### src/rtl/mp_add_seq.sv
// mp_add_seq: multi-precision add/subtract sequencer.
// Drives a shared 8-bit adder one byte per cycle (LS byte first), chaining the
// carry through a register, and assembles an NBYTES-wide result with C/V/Z flags.
//
// Optional feature: define MP_ADD_SAT_EN to saturate the result on signed
// overflow (0x7F..FF for positive A, 0x80..00 for negative A).
//
// Ports:
//   clk, rst_n           clock, asynchronous active-low reset
//   start, sub, cin_in   request (sampled in IDLE), subtract select, carry/borrow in
//   op_a, op_b           operands, latched with start
//   add_a, add_b, add_cin  drive to adder IA/IB/cin
//   add_s, add_cout, add_vout  return from adder IS/cout/vout
//   busy, done           busy while running; one-cycle completion pulse
//   result               registered NBYTES-wide result
//   c_flag, v_flag, z_flag  carry/borrow, signed overflow, zero
module mp_add_seq #(
   parameter int unsigned NBYTES = 2
) (
   input  logic                clk,
   input  logic                rst_n,
   input  logic                start,
   input  logic                sub,
   input  logic                cin_in,
   input  logic [8*NBYTES-1:0] op_a,
   input  logic [8*NBYTES-1:0] op_b,
   output logic [7:0]          add_a,
   output logic [7:0]          add_b,
   output logic                add_cin,
   input  logic [7:0]          add_s,
   input  logic                add_cout,
   input  logic                add_vout,
   output logic                busy,
   output logic                done,
   output logic [8*NBYTES-1:0] result,
   output logic                c_flag,
   output logic                v_flag,
   output logic                z_flag
);

   localparam int unsigned IW = (NBYTES > 1) ? $clog2(NBYTES) : 1;
   localparam logic [IW-1:0] LastIdx = IW'(NBYTES - 1);

`ifdef MP_ADD_SAT_EN
   localparam logic [8*NBYTES-1:0] SatPos = {1'b0, {(8*NBYTES-1){1'b1}}};
   localparam logic [8*NBYTES-1:0] SatNeg = {1'b1, {(8*NBYTES-1){1'b0}}};
`endif

   typedef enum logic [1:0] {StIdle, StRun, StDone} state_e;

   state_e                   state_q;
   logic [IW-1:0]            idx_q;
   logic                     carry_q;
   logic                     sub_q;
   logic                     zacc_q;
   logic [NBYTES-1:0][7:0]   a_q;
   logic [NBYTES-1:0][7:0]   b_q;      // B, already inverted for subtract
   logic [NBYTES-1:0][7:0]   result_q;
   logic                     c_q;
   logic                     v_q;
   logic                     z_q;
   logic                     busy_q;
   logic                     done_q;

   // Adder drive is combinational from the current byte so the adder result
   // is ready to be captured at the next edge.
   always_comb begin
      add_a   = 8'h00;
      add_b   = 8'h00;
      add_cin = 1'b0;
      if (state_q == StRun) begin
         add_a   = a_q[idx_q];
         add_b   = b_q[idx_q];
         add_cin = carry_q;
      end
   end

   always_ff @(posedge clk or negedge rst_n) begin
      if (!rst_n) begin
         state_q  <= StIdle;
         idx_q    <= '0;
         carry_q  <= 1'b0;
         sub_q    <= 1'b0;
         zacc_q   <= 1'b0;
         a_q      <= '0;
         b_q      <= '0;
         result_q <= '0;
         c_q      <= 1'b0;
         v_q      <= 1'b0;
         z_q      <= 1'b0;
         busy_q   <= 1'b0;
         done_q   <= 1'b0;
      end else begin
         done_q <= 1'b0;
         unique case (state_q)
            StIdle: begin
               if (start) begin
                  a_q     <= op_a;
                  b_q     <= sub ? ~op_b : op_b;
                  sub_q   <= sub;
                  // Subtract is A + ~B + ~borrow_in.
                  carry_q <= cin_in ^ sub;
                  idx_q   <= '0;
                  zacc_q  <= 1'b1;
                  busy_q  <= 1'b1;
                  state_q <= StRun;
               end
            end
            StRun: begin
               result_q[idx_q] <= add_s;
               carry_q         <= add_cout;
               zacc_q          <= zacc_q & (add_s == 8'h00);
               idx_q           <= idx_q + 1'b1;
               if (idx_q == LastIdx) begin
                  // Adder cout of A + ~B is the inverse of borrow.
                  c_q     <= add_cout ^ sub_q;
                  v_q     <= add_vout;
                  z_q     <= zacc_q & (add_s == 8'h00);
                  busy_q  <= 1'b0;
                  done_q  <= 1'b1;
                  state_q <= StDone;
`ifdef MP_ADD_SAT_EN
                  if (add_vout) begin
                     result_q <= a_q[NBYTES-1][7] ? SatNeg : SatPos;
                     z_q      <= 1'b0;
                  end
`endif
               end
            end
            StDone: begin
               state_q <= StIdle;
            end
            default: begin
               state_q <= StIdle;
            end
         endcase
      end
   end

   assign busy   = busy_q;
   assign done   = done_q;
   assign result = result_q;
   assign c_flag = c_q;
   assign v_flag = v_q;
   assign z_flag = z_q;

endmodule

### config.mk
export PLATFORM = sky130hd
export DESIGN_NAME = mp_add_seq
export DESIGN_NICKNAME = d
export VERILOG_FILES = /design/src/rtl/mp_add_seq.sv
export SDC_FILE = /design/constraint.sdc
export NUM_CORES = 1
export LEC_CHECK = 0
export CAP_MARGIN = 20
export CORE_ASPECT_RATIO = 0.75
export CORE_MARGIN = 2
export CORE_UTILIZATION = 49
export DETAILED_ROUTE_END_ITERATION = 8
export PLACE_DENSITY_LB_ADDON = 0.15
export SYNTH_ARGS = -nofsm -noshare
export SYNTH_HDL_FRONTEND = slang
export SYNTH_SLANG_ARGS = --single-unit
### constraint.sdc
create_clock -name clk -period 3.5 [get_ports clk]
set_input_delay 0.7 -clock clk [delete_from_list [all_inputs] [get_ports clk]]
set_output_delay 0.7 -clock clk [all_outputs]
set_load 0.01 [all_outputs]
# [Word-level counts from Yosys, hierarchy flattened]
# Cells that the tools add are included.
[totals] register_bits=59 latch_bits=0 mem_bits_rw=0 mem_bits_ro=0 input_bits=47 out_inout_bits=38 wordCells=59 memories=0
[classes] add_sub_neg=1 n_mul=0 n_div=0 magnitude_cmp=2 eq_ne=3 shifts=0 muxes=24 n_bitwise=4 reduce_logical=9
[ops] operator="8-bit 2-to-1 mux" n=7
[ops] operator="16-bit bitwise mux" n=1
[ops] operator="16-bit 2-to-1 mux" n=1
[ops] operator="16-bit inverter" n=1
[ops] operator="8-bit demux with 1-bit select" n=1
[ops] operator="8-bit logical NOT" n=1
[ops] operator="1-bit one-hot mux with 2 select lines" n=4
[ops] operator="2-bit AND reduction" n=4
[ops] operator="1-bit 2-to-1 mux" n=7
[ops] operator="2-bit 2-to-1 mux" n=2
[ops] operator="2-bit inequality test, second input constant" n=2
[ops] operator="2-bit one-hot mux with 2 select lines" n=1
[ops] operator="3-bit AND reduction" n=1
[ops] operator="2-bit by 1-bit == test with 1-bit output, second input constant" n=1
[ops] operator="2-bit logical NOT" n=1
[ops] operator="1-bit by 2-bit less-than comparator with 1-bit output, second input constant" n=1
[ops] operator="2-bit nonzero test" n=1
[ops] operator="1-bit XOR" n=2
[ops] operator="1-bit adder, second input constant" n=1
[ops] operator="1-bit AND" n=1
[ops] operator="1-bit greater-or-equal comparator, second input constant" n=1
[ops] operator="1-bit logical AND" n=1

# [Logic depth before layout (Yosys ltp)]
# Gate-level depths: netlist of the first run.
[depth] depth_word=5 depth_mapped=5 mapped_depth_nobuf=3

# [Least setup slack after synthesis of the first run]
# No wires, ideal clock.
[synth_timing] kind="register to output" startpoint="reg state_q[0]" endpoint="out add_a[0]" arrival_time_ns=1.252 t_required_ns=2.800 slack_ns=1.548 stages_incl_launch_ff=6 path_buffers=2 cell_sequence="dfrtp_1 nor2b_4 nor2b_4 buf_6 buf_4 a22o_1"
[synth_between] elab_chain_len=2
[synth_rtl] element="from (decl)" line_no="51" rtl="state_e state_q;"
[synth_rtl] element="from (signal assigned)" line_no="80" rtl="state_q <= StIdle;"
[synth_rtl] element="from (signal assigned)" line_no="106" rtl="state_q <= StRun;"
[synth_rtl] element="from (signal assigned)" line_no="121" rtl="state_q <= StDone;"
[synth_rtl] element="2-bit by 1-bit == test with 1-bit output" line_no="71" rtl="if (state_q == StRun) begin"
[synth_rtl] element="8-bit 2-to-1 mux" line_no="71"
[synth_rtl] element="to (decl)" line_no="27" rtl="output logic [7:0] add_a,"
# No other way between the ends.

# [Worst setup path after layout of the first run]
# Same ends and word-level chain as after synthesis.

==> results.yml, run 1 <==
synthesis:
  yosysSeqAreaShare_pct: 57.4
  synth_nets: 243
  synthMostInstantiatedCell: "dfrtp_1"
  synth_top_family_by_area: "multiplexers"
  synth_top_area_cell: "dfrtp_1"
  synthCells: 196
  yosys-top-cells-count: "dfrtp_1 (59), mux2_2 (32), a21oi_1 (17), nor2_1 (17), xnor2_1 (17)"
  synth_top_area_share_pct: 57.4
  synth_compound_area_share_pct: 10.4
  synth_edf_count: 0
  synthAdderAreaFrac_pct: 0
  synth_warnings: 0
  synthMuxAreaShare_pct: 15.2
  postSynthRegisterBits: 59
  async_flop_share_pct: 100
  ys_types: 27
  yosys.area_share.simple_pct: 7.00
  ys.flop_type: "dfrtp_1"
  netlist_top_cells_area: "dfrtp_1 (57%), mux2_2 (14%), xnor2_1 (5.8%)"
  synth_xor_area_share_pct: 6.13
  syn_area_um2: 2570
  avgSynthCellArea_um2: 13.1
cts:
  clock_path_buffers: 2
  cts-root-buf: "clkbuf_8"
  postCtsSetupBuffers: 0
  hold_buffers: 0
  cts.reportedPaths.clkPinSlew_ps: 60
  insertion_delay_ps: 320
  cts_buffers: 9
  htreeDepth: 3
  clkSinkCount: 59
  cts_tree: "yes"
  cts-resized-gates: 0
power_and_ir_drop:
  vdd_drop_max_v: 0.000530
  power_leakage_uw: 0.00149
  power_density_nw_per_um2: 893
global_route:
  grt_pass1_vias: 1775
  antenna_found_initial: 0
  grt_pass1_wl_mm: 8.27
  track_usage_pct: 19.3
  grt_max_degree: 53
  overflow: 0
timing:
  slew_headroom_pct: 32.8
  fin_crit_sh_pct: 84.9
  min_period_ps: 2970
  timing.setup.tns_ps: 0
  fmax_mhz: 337
  worst_hold_slack_ps: 265
  finalSetupViolations: 0
  worst_pin_slew_ps: 1000
  rsz0062_at_grt: "no"
  final.setup_skew_ps: 3.43
  hold_viol_final: 0
  slew_viol_final: 0
drt:
  first_pass_iters: 4
  drt-total-wl_mm: 5.06
  dr_total_vias: 1767
  wl_per_cell_um: 14.2
  drtAntennaViolNets: 0
  first_iter_violations: 77
  drt-vias-per-instance: 4.95
  drc: 0
floorplanning:
  coreArea_um2: 4980
  die_h_um: 66.8
  rows: 22
  die_area_um2: 5850
  die_w_um: 87.7
  start_util_pct: 51.6
  io-pin-count: 85
worst_setup_path:
  timing.critical_path.to: "add_a[0]"
  r2r-end: "result[1]"
  crit_required_ps: 2800
  critPathMaxFanout: 20
  cpMostUsedCell: "nor2b_4"
  reg2reg_depth: 4
  regToRegStartpoint: "state_q[0]"
  r2r_setup_slack_ps: 1600
  endpoint_kind: "output pin"
  cp_slowest_stage_delay_ps: 530
  setup.worst_path.start_class: "flip-flop"
  crit_type: "reg2out"
  cp-startpoint: "state_q[0]"
  crit_chain: "nor2b_4 > nor2b_4 > a22o_1 > clkdlybuf4s50_1"
  slowest_stage: "clkdlybuf4s50_1"
  critPathArrivalTime_ps: 2270
run_status:
  status: "finished, final reports clean"
cells_and_area:
  areaGrowthSynthToFinish_pct: 39.9
  nFillCells: 380
  antenna_cells: 0
  drive_gt1_share_pct: 20.0
  layout.area.seq_um2: 1480
  layout.nets: 329
  multi_input_area_um2: 996
hold_path:
  hp-class: "in2async"
place:
  post-dp-hpwl_mm: 3.46
  routabilityCongestion: 0.739
  port-buffer-count: 84
run:
  cap_violations: 0
-- flip-flops by register name, summed over array words and instances, names as in the netlist --
name,flops
a_q,16
state_q,2
v_flag,1
z_flag,1
carry_q,1
c_flag,1
busy,1
idx_q,1
done,1
result,16
zacc_q,1
sub_q,1
b_q,16
-- stage by stage --
| stage | setup slack (ps) | instance area [um^2] | std cells | util (%) | power [uW] |
|---|---|---|---|---|---|
| after global routing | 331 | 3600 | 357 | 72.2 | 3450 |
| final | 529 | 3600 | 357 | 72.2 | 3210 |
| after detailed placement | 853 | 3430 | 343 | 68.9 | 2720 |
| after floorplan | 1550 | 2570 | 196 | - | 2090 |
| after CTS | 479 | 3600 | 357 | 72.2 | 3260 |
| after global placement | 872 | 3430 | 343 | 68.9 | 2690 |
-- worst max-delay path: cells and delay by family, from the launching register on --
family / cells / cell delay (ps)
AND/OR/NAND/NOR: 2 / 710
flip-flops: 1 / 460
buffers and inverters: 1 / 530
AO/OA/AOI/OAI: 1 / 240
-- power by group --
group          switching (uW)  total, uW  internal, uW
combinational             580       1480           897
clock                     237        521           283
sequential                193       1220          1020
total                    1010       3210          2200
-- layout make-up --
cell class              count  share of cell area, %
repair buffers             87                   23.9
flip-flops and latches     59                   41.0
clock buffers              11                   4.21
clock inverters             3                  0.417
multi-input cells         122                   27.7
inverters                   3                  0.313
well taps                  72                   2.50
-- kinds of logic after synthesis --
| kind of cell | Yosys count |
|---|---|
| AO/OA/AOI/OAI | 40 |
| XOR/XNOR | 18 |
| buffers and inverters | 15 |
| flip-flops | 59 |
| multiplexers | 34 |
| AND/OR/NAND/NOR | 30 |
-- metal layers --
layer,global-route usage [%],vias to the layer above,share of wire (%)
met3,10.0,4,7.6
met2,29.4,52,47
met1,24.0,853,45
met4,5.77,0,0.77
li1,-,858,-
met5,0,-,0
-- worst min path at each step --
stage                      endpoint  slack (ps)   start  cells past startpoint
after floorplan              a_q[0]         400   rst_n                      0
after global placement       z_flag         480  z_flag                      2
after detailed placement       busy         480    busy                      1
after CTS                 result[9]         260   rst_n                      1
after global routing         a_q[0]         270   rst_n                      1
final                     result[2]         260   rst_n                      1
-- placed cells by master (no fill, tap or decap), drive strengths merged, types with 4 or more instances in the layout --
master / Yosys / routed
o21ai: 4 / 4
buf: 12 / 4
a21oi: 17 / 17
dfrtp: 59 / 59
clkdlybuf4s50: 0 / 83
clkbuf: 0 / 11
a22o: 16 / 16
nor2: 17 / 17
xnor2: 17 / 17
mux2: 34 / 34
Power figures use the tool's default switching activity.
==> run 2, diff against run 1 <==
CORE_UTILIZATION = 41   (was 49)
clock period = 2.65 ns   (was 3.5 ns; I/O delays follow)
==> run 2 against run 1 <==
  * Total power increased by 38%
  * First-iteration DRC count decreased by 30%
  * Cell area increased by 2.8%
  * Non-clock buffer count increased by 6
  * Worst hold slack got worse by 120 ps
  * Critical path type unchanged
  * Largest power group unchanged
  * Highest routed layer unchanged
==> results.yml, run 2 (synthesized netlist as in run 1, its figures left out) <==
run_status:
  status: "finished, final reports clean"
worst_setup_path:
  slowest_stage: "clkdlybuf4s50_1"
  cpMostUsedCell: "nor2b_4"
  regToRegStartpoint: "state_q[1]"
  cp_top_family: "buffers and inverters"
  cp_slowest_stage_delay_ps: 540
  endpoint_kind: "output pin"
  crit_required_ps: 2120
  crit_type: "reg2out"
  cp-startpoint: "state_q[1]"
  setup.worst_path.start_class: "flip-flop"
  path_buf_inv: 2
  critPathMaxFanout: 15
  crit_chain: "nor2b_4 > nor2b_4 > buf_12 > a22o_1 > clkdlybuf4s50_1"
  critPathArrivalTime_ps: 1990
floorplanning:
  coreArea_um2: 5950
  rows: 24
  start_util_pct: 43.3
  die_area_um2: 6930
  die_h_um: 72.6
  die_w_um: 95.5
  io-pin-count: 85
place:
  routabilityCongestion: 0.770
  placedCellCount: 353
  port-buffer-count: 84
  post-dp-hpwl_mm: 3.85
  dp_slack_ps: 210
global_route:
  track_usage_pct: 17.2
  grt_pass1_vias: 1822
  grt_max_degree: 50
  antenna_found_initial: 0
  overflow: 0
  grt_pass1_wl_mm: 8.94
timing:
  slew_viol_final: 0
  hold_viol_final: 0
  slew_headroom_pct: 62.2
  setup_slack_ps: 126
  fin_crit_sh_pct: 95.3
  worst_pin_slew_ps: 566
  rsz0062_at_grt: "no"
  min_period_ps: 2520
  worst_hold_slack_ps: 148
  final.setup_skew_ps: 6.05
  finalSetupViolations: 0
  timing.setup.tns_ps: 0
  fmax_mhz: 396
run:
  cap_violations: 0
power_and_ir_drop:
  internal-power_uw: 3050
  p_sw_share_pct: 31.4
  power_leakage_uw: 0.00153
  vdd_drop_max_v: 0.000550
  combPwrFrac_pct: 46.6
  p_clk_share_pct: 17.1
  seqPwrFrac_pct: 36.3
  switchingPower_uw: 1400
  power_density_nw_per_um2: 1200
cts:
  htreeDepth: 3
  cts_tree: "yes"
  clkSinkCount: 59
  cts_buffers: 9
  cts.reportedPaths.clkPinSlew_ps: 70
  cts-root-buf: "clkbuf_8"
  insertion_delay_ps: 320
  clock_path_buffers: 2
drt:
  drc: 0
  first_iter_violations: 54
  dr_total_vias: 1804
  first_pass_iters: 4
  drt-vias-per-instance: 4.86
  drtAntennaViolNets: 0
  wl_per_cell_um: 14.7
  drt-total-wl_mm: 5.46
hold_path:
  hp-class: "in2async"
cells_and_area:
  areaGrowthSynthToFinish_pct: 43.8
  antenna_cells: 0
  layout.nets: 335
  final_cell_mix: "clkdlybuf4s50_1 (83), dfrtp_1 (57), mux2_2 (32)"
  drive_gt1_share_pct: 22.2
  finalNonFillerCells: 371
  final_common_cell: "clkdlybuf4s50_1"
run 2: cell count changes in the layout (fill, tap and decap cells not counted), sizes merged:
cell / change
buf: +6
clkinv: +1
bufinv: +1
run 2: area by class of cell:
class	count	area, um^2
Clock inverter	5	53.8
Sequential cell	59	1480
Timing Repair Buffer	93	928
Multi-Input combinational cell	122	996
Fill cell	517	2250
Clock buffer	11	131
Inverter	3	13.8
Tap cell	78	97.6
run 2: worst paths after layout:
path                       slack, ps  cells after the start         to
max                              130                      5   add_a[3]
min                              150                      1    b_q[11]
max reg2reg                     1020                      5  result[4]
min reg2reg                      490                      1       busy
max in group asynchronous       1850                      2    b_q[10]
min in group clk                 490                      1       busy
run 2: timing repair:
action | 4_1_cts | 5_1_grt
endpoints found under the setup margin | 16 | 14
gates resized for setup | 0 | 4
hold endpoints to repair | 0 | 0
pin swaps | 0 | 0
buffers inserted | 2 | 0
hold buffers | 0 | 0
run 2: power groups by stage:
stage	sequential, uW	clock (uW)	combinational [uW]
2_1_floorplan	1650	0	1110
3_3_place_gp	1620	0	2000
3_5_place_dp	1630	0	2030
4_1_cts	1610	785	2090
5_1_grt	1670	833	2250
6_report	1610	762	2070
run 2: metrics by stage:
stage          cell area (um^2)  util [%]  power (uW)
6_report                   3700      62.2        4440
5_1_grt                    3700      62.2        4760
4_1_cts                    3690      62.1        4490
3_5_place_dp               3480      58.6        3650
3_3_place_gp               3480      58.6        3610
2_1_floorplan              2570         -        2760
run 2: layer usage:
metal | wire length (um) | vias up | track usage (%)
met2 | 2330 | 53 | 24.2
li1 | - | 868 | -
met3 | 415 | 4 | 6.82
met4 | 40 | 0 | 5.56
met5 | 0 | - | 0
met1 | 2670 | 879 | 24.4
==> run 3, diff against run 2 <==
CELL_PAD_IN_SITES_DETAIL_PLACEMENT = 1   (was not set)
CELL_PAD_IN_SITES_GLOBAL_PLACEMENT = 2   (was not set)
CORE_UTILIZATION = 26   (was 41)
HOLD_SLACK_MARGIN = 0.02   (was not set)
==> run 3 against run 2 <==
  * Core utilization down 22 points
  * Maximum frequency is 0.85% lower
  * Sequential share of layout area shrank 1.6 points
  * Sequential power barely moved
  * Clock power is 34% higher
  * Wire length is 21% higher
  * Final cell count rose by 15%
  * Critical path depth is the same
  * Setup slack worse by 22 ps
  * Count of clock-buffer cells in the layout up 1
  * Register-to-register slack improved by 20 ps
  * Largest cell class unchanged
==> results.yml, run 3 (synthesized netlist as in run 1, its figures left out) <==
worst_setup_path:
  cp-startpoint: "state_q[0]"
  slowest_stage: "clkdlybuf4s50_1"
  crit_required_ps: 2120
  cpMostUsedCell: "nor2b_4"
  critPathMaxFanout: 6
  crit_chain: "nor2b_4 > nor2b_4 > buf_4 > a22o_1 > clkdlybuf4s50_1"
  endpoint_kind: "output pin"
  critPathArrivalTime_ps: 2020
  setup.worst_path.start_class: "flip-flop"
  cp_slowest_stage_delay_ps: 530
  crit_type: "reg2out"
  regToRegStartpoint: "state_q[0]"
global_route:
  use_met2_pct: 17.9
  busiest_layer: "met1"
  use_met3_pct: 6.03
  met1_usage_pct: 18.6
  track_usage_pct: 13.2
  grt_max_degree: 38
  grt_pass1_wl_mm: 10.8
  antenna_found_initial: 0
  overflow: 0
  grt_pass1_vias: 2010
timing:
  finalSetupViolations: 0
  timing.setup.tns_ps: 0
  rsz0062_at_grt: "no"
  min_period_ps: 2550
  slew_viol_final: 0
  worst_pin_slew_ps: 619
  fin_crit_sh_pct: 96.1
  slew_headroom_pct: 58.7
  hold_viol_final: 0
  final.setup_skew_ps: 5.19
  fmax_mhz: 393
drt:
  dr_total_vias: 1834
  drc: 0
  first_iter_violations: 44
  first_pass_iters: 4
  drt-vias-per-instance: 4.32
  drtAntennaViolNets: 0
  wl_per_cell_um: 15.6
  drt-total-wl_mm: 6.61
power_and_ir_drop:
  vdd_drop_max_v: 0.000451
  power_density_nw_per_um2: 1230
  power_uw: 4750
  power_leakage_uw: 0.00157
cts:
  clock_path_buffers: 2
  insertion_delay_ps: 320
  clkSinkCount: 59
  cts-root-buf: "clkbuf_16"
  cts_tree: "yes"
  htreeDepth: 3
  cts.reportedPaths.clkPinSlew_ps: 50
  cts_buffers: 9
floorplanning:
  die_area_um2: 10700
  die_h_um: 90.1
  coreArea_um2: 9660
  start_util_pct: 26.6
  rows: 31
  io-pin-count: 85
  die_w_um: 119
run:
  cap_violations: 0
cells_and_area:
  final_common_cell: "clkdlybuf4s50_1"
  final_cell_mix: "clkdlybuf4s50_1 (83), dfrtp_1 (57), mux2_2 (32)"
  areaGrowthSynthToFinish_pct: 49.7
  final_cell_area_um2: 3850
  antenna_cells: 0
  drive_gt1_share_pct: 22.2
  layout.nets: 336
  final_core_util_pct: 39.9
place:
  post-dp-hpwl_mm: 4.66
  port-buffer-count: 84
  routabilityCongestion: 0.666
  postPlaceCellArea_um2: 3570
hold_path:
  hp-class: "in2async"
run_status:
  status: "finished, final reports clean"
run 3: changes by cell type in the layout (fill, tap and decap cells not counted):
| cell | delta |
|---|---|
| bufinv_16 | -1 |
| buf_4 | +1 |
| clkinv_4 | -1 |
| clkbuf_8 | -8 |
| clkbuf_16 | +9 |
run 3: path summary, 6_finish.rpt:
path                         endpoint  slack (ps)  cells after the start
max in group asynchronous  state_q[1]        1810                      2
setup / recovery             add_a[0]         100                      5
setup reg to reg            result[0]        1040                      5
min in group clk                 busy         470                      1
hold / removal                b_q[12]         230                      1
hold reg to reg                  busy         470                      1
run 3: what timing repair did:
item,4_1_cts,5_1_grt
setup endpoints to repair,15,16
resized for setup,1,3
setup buffers,2,0
cloned,0,0
hold buffers,0,0
hold endpoints to repair,0,0
pin swaps,0,0
run 3: routing by layer:
layer  vias to the layer above  routed length [um]  part of all wire [%]
met3                         6                 440                   6.7
met5                         -                   0                     0
met2                        59                2860                    43
met4                         0                  68                   1.0
met1                       896                3250                    49
li1                        873                   -                     -
run 3: cell type report:
type	instances	area [um^2]
fillers	1027	5810
flip-flops and latches	59	1480
multi-input cells	122	996
repair buffers	94	936
clock buffers	12	246
well taps	132	165
clock inverters	3	15.0
inverters	3	13.8
run 3: per-stage QoR:
step / hold WS, ps / instances / setup slack (ps)
after CTS: 226 / 425 / 17.3
after floorplan: 234 / 196 / 868
after global placement: 462 / 408 / 314
final: 225 / 425 / 104
after global routing: 260 / 425 / 11.0
after detailed placement: 469 / 408 / 277
run 3: worst max-delay path: cells and delay by family, from the launching register on:
family          cells  cell delay, ps
simple gates        2             400
compound gates      1             160
buf+inv             2             710
flops               1             430
run 3: power by group:
group	leakage (uW)	internal (uW)	switching (uW)
sequential	0.000683	1360	269
combinational	0.000760	1270	839
clock	0.000132	646	372
